<file path="config.mk">
export PLATFORM = sky130hd
export DESIGN_NAME = game_audio_sequencer
export DESIGN_NICKNAME = d
export VERILOG_FILES = /design/src/rtl/game_audio_sequencer.sv
export SDC_FILE = /design/constraint.sdc
export NUM_CORES = 1
export LEC_CHECK = 0
export ABC_AREA = 1
export ABC_CLOCK_PERIOD_IN_PS = 2100
export BUFFER_PORTS_ARGS = -buffer_cell sky130_fd_sc_hd__buf_2
export CORE_MARGIN = 3
export CORE_UTILIZATION = 51
export DETAILED_ROUTE_END_ITERATION = 7
export GPL_TIMING_DRIVEN = 0
export PLACE_DENSITY = 0.72
export SYNTH_ARGS = -nofsm -noshare
export SYNTH_HDL_FRONTEND = slang
export SYNTH_SLANG_ARGS = --single-unit
</file>
<file path="constraint.sdc">
create_clock -name clk_i -period 2.1 [get_ports clk_i]
set_input_delay 0.42 -clock clk_i [delete_from_list [all_inputs] [get_ports clk_i]]
set_output_delay 0.42 -clock clk_i [all_outputs]
set_load 0.05 [all_outputs]
</file>
<file path="src/rtl/game_audio_sequencer.sv">
// Event-to-sound sequencer: captures per-step physics events, queues one sample request per event
// in priority order and replays them to the sample player with a trigger/busy handshake.
module game_audio_sequencer #(
  parameter int NUM_EVENTS     = 4,
  parameter int SAMPLE_BITS    = 4,
  parameter int QUEUE_DEPTH    = 4,
  parameter int PREEMPT_LEVELS = 1,
  parameter int ACK_TIMEOUT    = 15
) (
  input  logic                              clk_i,
  input  logic                              reset_i,
  input  logic                              step_complete_i,
  input  logic [NUM_EVENTS-1:0]             event_valid_i,
  input  logic [NUM_EVENTS*SAMPLE_BITS-1:0] event_sample_i,
  input  logic                              audio_busy_i,
  output logic [SAMPLE_BITS-1:0]            audio_select_o,
  output logic                              audio_trigger_o,
  output logic [$clog2(QUEUE_DEPTH):0]      queue_level_o,
  output logic [7:0]                        drop_count_o,
  output logic                              overflow_o
);
  localparam int PTR_W = $clog2(QUEUE_DEPTH);
  localparam int LVL_W = PTR_W + 1;
  localparam int TMR_W = $clog2(ACK_TIMEOUT + 1);
  localparam int IDX_W = (NUM_EVENTS > 1) ? $clog2(NUM_EVENTS) : 1;

  typedef enum logic [1:0] {IDLE, WAIT_ACK, PLAYING} state_t;

  state_t                 state_q;
  logic [NUM_EVENTS-1:0]  pending_q, pending_d;
  logic [SAMPLE_BITS-1:0] sample_q [NUM_EVENTS];
  logic [SAMPLE_BITS-1:0] fifo_q [QUEUE_DEPTH];
  logic [PTR_W-1:0]       wr_ptr_q, rd_ptr_q;
  logic [LVL_W-1:0]       level_q, level_d;
  logic [TMR_W-1:0]       timer_q;
  logic                   token_q;
  logic [SAMPLE_BITS-1:0] select_q;
  logic                   trigger_q;
  logic [7:0]             drop_q;
  logic                   overflow_q;

  logic [NUM_EVENTS-1:0]  pre_mask, capture, push_onehot;
  logic [IDX_W-1:0]       push_idx;
  logic                   preempt, push_req, pop, full, push_ok, drop;

  always_comb begin
    pre_mask = '0;
    for (int i = 0; i < NUM_EVENTS; i++) begin
      pre_mask[i] = (i < PREEMPT_LEVELS);
    end
    capture  = step_complete_i ? event_valid_i : '0;
    preempt  = |(capture & pre_mask);
    push_req = |pending_q;
    push_idx = '0;
    // scan high-to-low so the lowest set bit (highest priority) wins
    for (int i = NUM_EVENTS - 1; i >= 0; i--) begin
      if (pending_q[i]) push_idx = IDX_W'(i);
    end
    push_onehot = push_req ? (NUM_EVENTS'(1) << push_idx) : '0;
    full    = (level_q == LVL_W'(QUEUE_DEPTH));
    pop     = (state_q == IDLE) && (level_q != '0) && (!audio_busy_i || token_q) && !preempt;
    push_ok = push_req && (!full || pop) && !preempt;
    drop    = push_req && full && !pop && !preempt;
    level_d = level_q;
    if (push_ok && !pop)      level_d = level_q + 1'b1;
    else if (!push_ok && pop) level_d = level_q - 1'b1;
    pending_d = preempt ? (capture & pre_mask) : ((pending_q & ~push_onehot) | capture);
  end

  // capture / push stage: pending mask, FIFO pointers and drop accounting
  always_ff @(posedge clk_i) begin
    if (reset_i) begin
      pending_q  <= '0;
      wr_ptr_q   <= '0;
      rd_ptr_q   <= '0;
      level_q    <= '0;
      drop_q     <= '0;
      overflow_q <= 1'b0;
    end else begin
      pending_q <= pending_d;
      if (preempt) begin
        wr_ptr_q <= '0;
        rd_ptr_q <= '0;
        level_q  <= '0;
      end else begin
        level_q <= level_d;
        if (push_ok) wr_ptr_q <= wr_ptr_q + 1'b1;
        if (pop)     rd_ptr_q <= rd_ptr_q + 1'b1;
        if (drop) begin
          if (drop_q != 8'hFF) drop_q <= drop_q + 8'd1;
          overflow_q <= 1'b1;
        end
      end
    end
  end

  always_ff @(posedge clk_i) begin
    for (int i = 0; i < NUM_EVENTS; i++) begin
      if (capture[i]) sample_q[i] <= event_sample_i[i*SAMPLE_BITS +: SAMPLE_BITS];
    end
    if (push_ok) fifo_q[wr_ptr_q] <= sample_q[push_idx];
  end

  // playback stage: pop, trigger and busy handshake
  always_ff @(posedge clk_i) begin
    if (reset_i) begin
      state_q   <= IDLE;
      timer_q   <= '0;
      token_q   <= 1'b0;
      select_q  <= '0;
      trigger_q <= 1'b0;
    end else begin
      trigger_q <= 1'b0;
      if (preempt) begin
        state_q <= IDLE;
        timer_q <= '0;
        token_q <= 1'b1;
      end else begin
        case (state_q)
          IDLE: begin
            if (pop) begin
              select_q  <= fifo_q[rd_ptr_q];
              trigger_q <= 1'b1;
              token_q   <= 1'b0;
              timer_q   <= '0;
              state_q   <= WAIT_ACK;
            end
          end
          WAIT_ACK: begin
            if (audio_busy_i)                          state_q <= PLAYING;
            else if (timer_q == TMR_W'(ACK_TIMEOUT))   state_q <= IDLE;
            else                                       timer_q <= timer_q + 1'b1;
          end
          PLAYING: begin
            if (!audio_busy_i) state_q <= IDLE;
          end
          default: state_q <= IDLE;
        endcase
      end
    end
  end

  assign audio_select_o  = select_q;
  assign audio_trigger_o = trigger_q;
  assign queue_level_o   = level_q;
  assign drop_count_o    = drop_q;
  assign overflow_o      = overflow_q;
endmodule

</file>
==> results.yml, run 1 <==
sta:
  setup_viol: 0
  rsz0062_at_grt: "no"
  setup_tns_ps: 0
  drv_slew: 0
  fin_worst_skew_ps: 9.880
  hold_viol: 0
  worst_pin_slew_ps: 506.8
  fmax_mhz: 516.6
  post-route-min-period_ps: 1936
  fin_crit_sh_pct: 92.18
  fin_hold_ws_ps: 255.8
  max_slew_margin_pct: 66.21
global_route:
  grt_antenna_before_repair: 0
  grt_max_degree: 12
  track_usage_pct: 18.70
  grt_pass1_vias: 2071
  grt_pass1_wl_microns: 9204
  overflow: 0
setup_path:
  critical_path_class: "flip-flop to flip-flop"
  critPathArrivalTime_ps: 2160
  cpLargestDelayFamily: "adder cells"
  critPathBufInv: 2
  crit_chain: "inv_2, nand3_2, nand2_1, nor2_2, nand2_4, ha_1, inv_1, fa_2, a21oi_2, o21ai_1, o21ai_1, a21oi_1"
  critPathLaunchType: "flip-flop"
  crit_fanout: 10
  cp-end-kind: "flip-flop"
  cp.required_ps: 2320
  slowest_delay_ps: 360
  crit_top_cell: "o21ai_1"
  crit_slowest_cell: "fa_2"
detailed_routing:
  wirelength_microns: 5405
  wl_per_cell_microns: 12.06
  drc: 0
  detail-route-antenna-nets: 0
  via_per_inst: 4.915
  initialDrtViolationCount: 121
  drt_pass1_iterations: 5
  num_vias: 2202
power_and_ir_drop:
  peakVddDrop_uv: 569.6
  power_density_nw_per_um2: 994.7
  leakage_nw: 1.449
final_layout:
  fin_area_sq_um: 3388
  drive_gt1_share_pct: 24.34
  n_fill_cell: 459
  nets: 405
  multi_input_area_sq_um: 1109
  area_growth_pct: 17.64
  diodes: 0
  area.sequential_sq_um: 1618
clock_network:
  cts_tree: "yes"
  clk_pin_slew_ps: 70
  clk_latency_ps: 340
  cts_buffers: 9
  cts_num_sinks: 64
  ctsLongestPathBuffers: 2
  cts-root-buf: "clkbuf_8"
  cts.hold.buffers_added: 0
  ctsHtreeMaxLevel: 3
synth:
  synth_cells: 322
  ys_warn_count: 0
  synth.distinct_cells: 26
  ys_ff_latch: 64
  syn_avg_cell_area_sq_um: 8.945
  yosysSeqAreaShare_pct: 55.60
  syn_nets: 354
  synth_area_sq_um: 2880
place:
  dpl_cell_area_sq_um: 3174
  gp_congestion: 0.8331
  port_buffers: 39
  hpwl_microns: 4011
min_path:
  hold_path_class: "primary input to flip-flop"
run_status:
  status: "completed"
die:
  die-area_sq_um: 6585
  rows: 26
  fp.dieW_microns: 81.15
  coreArea_sq_um: 5270
  start_util_pct: 54.65
  die_h_microns: 81.15
  ioPinCount: 41
run:
  maxCapViolations: 0
-- cell usage in the layout (no fill, tap or decap), types with 4 or more instances in the layout --
master,count
nand2_1,69
inv_2,7
nor2_1,36
nor2_2,6
clkbuf_1,4
edfxtp_1,32
nand2_2,4
dfxtp_1,25
clkbuf_8,10
dfxtp_2,4
inv_1,38
o21ai_0,19
ha_1,7
nand4_1,4
nand3_1,15
o22ai_1,4
a21oi_1,24
buf_2,40
o211ai_1,4
-- registers in the layout (all words and copies together), names as in the netlist, 2 cells and up --
| signal | flops |
|---|---|
| fifo_q | 16 |
| sample_q | 16 |
| drop_count_o | 8 |
| audio_select_o | 4 |
| pending_q | 4 |
| timer_q | 4 |
| queue_level_o | 3 |
| rd_ptr_q | 2 |
| state_q | 2 |
| wr_ptr_q | 2 |
-- worst paths after layout --
path / from / end / slack (ps) / cells past startpoint
min: event_sample_i[6] / sample_q[1][2] / 260 / 1
min reg2reg: audio_select_o[3] / audio_select_o[3] / 460 / 2
max: queue_level_o[2] / queue_level_o[2] / 160 / 12
max reg2reg: queue_level_o[2] / queue_level_o[2] / 160 / 12
-- cells by family (layout without fill, tap and decap cells) --
logic type / count (synthesis) / count (layout) / share of synthesized area [%]
compound gates: 55 / 55 / 10.17
xor+xnor: 1 / 1 / 0.3041
fa+ha+maj: 8 / 8 / 3.736
buf+inv: 48 / 104 / 6.299
flops: 64 / 64 / 55.60
simple gates: 146 / 146 / 23.89
-- timing repair --
item / in CTS / in global routing
gates resized for setup: 1 / 10
setup buffers: 1 / 0
hold endpoints to repair: 0 / 0
setup endpoints to repair: 1 / 2
pin swaps: 0 / 0
-- metal layers --
metal | global-route usage [%] | up-vias | wire [microns]
li1 | - | 1164 | -
met1 | 23.35 | 987 | 2473
met2 | 30.95 | 42 | 2629
met3 | 4.102 | 9 | 220
met4 | 8.615 | 0 | 81
met5 | 0 | - | 0
-- cell type report --
class,instances,share of cell area (%)
Timing Repair Buffer,40,5.982
Sequential cell,64,47.75
Buffer,3,0.3693
Clock buffer,12,4.284
Multi-Input combinational cell,210,32.72
Inverter,45,4.985
Tap cell,70,2.585
Clock inverter,4,1.329
-- metrics by stage --
stage	util (%)	setup WS [ps]	std cells	power (mW)
final	64.29	164.1	448	3.370
after global routing	64.29	23.64	448	3.565
after CTS	64.03	48.12	448	3.383
after detailed placement	60.23	-183.5	431	2.338
after global placement	60.23	-177.8	431	2.318
after floorplan	-	38.07	322	2.155
-- power by group --
group	switching (mW)	internal, mW	leakage (nW)
clock network	0.447	0.575	0.100
registers	0.0718	1.45	0.560
logic	0.569	0.253	0.789
-- synth_stat cells --
master,count,area share (%)
nor2_4,3,1.2
ha_1,7,3.0
nand3_1,15,2.6
a21oi_1,25,4.3
nor2_2,5,1.1
clkbuf_1,2,0.26
nand2_2,3,0.65
inv_2,6,0.78
edfxtp_1,32,33
nand4_1,4,0.87
o211ai_1,4,1.0
nand3_2,2,0.70
nand3b_1,1,0.26
nand3_4,2,1.2
o22ai_1,4,0.87
xor2_1,1,0.30
nor2_1,37,4.8
nand2_1,70,9.1
o21ai_0,21,3.6
buf_2,1,0.17
or2_2,1,0.22
fa_1,1,0.70
dfxtp_1,32,22
a211oi_1,1,0.26
nand2_4,3,1.2
inv_1,39,5.1
(Power assumes the default switching activity.)
==> inputs of run 2 (changes only) <==
--- a/config.mk
+++ b/config.mk
@@ -10,9 +10,12 @@
 export BUFFER_PORTS_ARGS = -buffer_cell sky130_fd_sc_hd__buf_2
 export CORE_MARGIN = 3
 export CORE_UTILIZATION = 51
+export CTS_BUF_LIST = sky130_fd_sc_hd__clkbuf_16
+export CTS_CLUSTER_SIZE = 25
 export DETAILED_ROUTE_END_ITERATION = 7
 export GPL_TIMING_DRIVEN = 0
 export PLACE_DENSITY = 0.72
+export SKIP_CTS_REPAIR_TIMING = 1
 export SYNTH_ARGS = -nofsm -noshare
 export SYNTH_HDL_FRONTEND = slang
 export SYNTH_SLANG_ARGS = --single-unit
==> run 2 against run 1 <==
Compared with the run above:
- via count is 0.50% lower
- maximum frequency is 0.35% higher
- largest power group unchanged
- clock skew is 2.5 ps lower
- combinational power hardly changed
- largest cell class unchanged
- critical path type unchanged
- sequential power hardly changed
- sequential share of layout area is 1.3 points lower
- wire length is 0.67% higher
- core utilization is 1.8 points higher
==> results.yml, run 2 (synthesis gave the netlist of run 1 again) <==
global_route:
  grt_pass1_wl_microns: 9170
  grt_max_degree: 12
  grt_pass1_vias: 2080
  overflow: 0
  grt_antenna_before_repair: 0
  track_usage_pct: 18.81
final_layout:
  final_cell_mix: "nand2_1 (69), inv_1 (40), buf_2 (40)"
  drive_gt1_share_pct: 24.07
  area.sequential_sq_um: 1618
  nets: 405
  multi_input_area_sq_um: 1114
  n_fill_cell: 430
  fin_area_sq_um: 3485
  diodes: 0
  area_growth_pct: 20.98
  final_common_cell: "nand2_1"
die:
  start_util_pct: 54.65
  rows: 26
  die-area_sq_um: 6585
  coreArea_sq_um: 5270
  fp.dieW_microns: 81.15
  die_h_microns: 81.15
  ioPinCount: 41
detailed_routing:
  drc: 0
  num_vias: 2191
  wl_per_cell_microns: 12.15
  initialDrtViolationCount: 112
  detail-route-antenna-nets: 0
  drt_pass1_iterations: 4
  via_per_inst: 4.891
  wirelength_microns: 5441
sta:
  fmax_mhz: 518.4
  fin_hold_ws_ps: 268.6
  setup_viol: 0
  fin_worst_skew_ps: 7.367
  fin_crit_sh_pct: 91.86
  rsz0062_at_grt: "no"
  post-route-min-period_ps: 1929
  worst_pin_slew_ps: 504.3
  drv_slew: 0
  hold_viol: 0
  layout_setup_ws_ps: 170.9
  max_slew_margin_pct: 66.38
place:
  gp_congestion: 0.8331
  dp_worst_setup_slack_ps: -183.5
  dpl_cell_area_sq_um: 3174
  port_buffers: 39
  hpwl_microns: 4011
setup_path:
  cp-end-kind: "flip-flop"
  slowest_delay_ps: 360
  critPathArrivalTime_ps: 2140
  timing.rr.end: "queue_level_o[2]"
  crit_fanout: 10
  critPathLaunchType: "flip-flop"
  crit_top_cell: "o21ai_1"
  critPathBufInv: 2
  r2r_start: "queue_level_o[2]"
  cp.required_ps: 2310
  crit_slowest_cell: "fa_2"
  cpLargestDelayFamily: "adder cells"
  rrSetupSlack_ps: 170
  critical_path_class: "flip-flop to flip-flop"
  r2r_cells: 12
  crit_chain: "inv_2, nand3_2, nand2_1, nor2_2, nand2_4, ha_1, inv_1, fa_2, a21oi_2, o21ai_1, o21ai_1, a21oi_1"
run:
  maxCapViolations: 0
power_and_ir_drop:
  pwr-share-comb_pct: 21.9
  power_switching_mw: 1.135
  leakage_nw: 1.500
  power.total_mw: 3.743
  clockPowerShare_pct: 37.2
  peakVddDrop_uv: 747.5
  p_int_mw: 2.608
  seq_power_share_pct: 40.9
  power_density_nw_per_um2: 1074
  p_sw_share_pct: 30.33
min_path:
  hp-start: "event_sample_i[6]"
  min_to: "sample_q[1][2]"
  whs_path_depth: 1
  hold_path_class: "primary input to flip-flop"
clock_network:
  cts_buffers: 9
  clk_latency_ps: 330
  ctsHtreeMaxLevel: 3
  cts_tree: "yes"
  clk_pin_slew_ps: 50
  cts-root-buf: "clkbuf_16"
  ctsLongestPathBuffers: 2
  cts_num_sinks: 64
run_status:
  status: "completed"
-- run 2: how the worst max path moves through the flow --
stage / startpoint / end / slack, ps / depth (start not counted)
floorplan: queue_level_o[2] / queue_level_o[2] / 40 / 13
global placement: audio_busy_i / queue_level_o[2] / -180 / 13
detailed placement: audio_busy_i / queue_level_o[2] / -180 / 13
CTS: queue_level_o[1] / queue_level_o[2] / -30 / 13
global route: pending_q[3] / queue_level_o[2] / 30 / 13
finish: queue_level_o[2] / queue_level_o[2] / 170 / 12
-- run 2: stage by stage --
step                TNS [ps]  instances  util (%)
detailed placement    -183.5        431     60.23
floorplan                  0        322         -
global route               0        448     66.12
CTS                   -31.16        447     65.57
finish                     0        448     66.12
global placement      -177.8        431     60.23
-- run 2: layout make-up --
class                   instances  area share [%]
well taps                      70           2.513
multi-input cells             210           31.96
flip-flops and latches         64           46.43
clock inverters                 7           1.616
inverters                      45           4.847
plain buffers                   3          0.3591
repair buffers                 40           5.817
clock buffers                   9           6.463
-- run 2: metal layers --
metal / wire [microns] / vias to the layer above / global-route usage [%]
li1: - / 1164 / -
met1: 2395 / 970 / 22.67
met2: 2667 / 48 / 31.36
met3: 286 / 9 / 6.098
met4: 91 / 0 / 7.095
met5: 0 / - / 0
-- run 2: power groups by stage --
| stage | registers, mW | clock network (mW) | logic [mW] |
|---|---|---|---|
| CTS | 1.53 | 1.42 | 0.790 |
| global placement | 1.55 | 0 | 0.771 |
| finish | 1.53 | 1.39 | 0.820 |
| global route | 1.55 | 1.47 | 0.920 |
| detailed placement | 1.55 | 0 | 0.786 |
| floorplan | 1.68 | 0 | 0.474 |
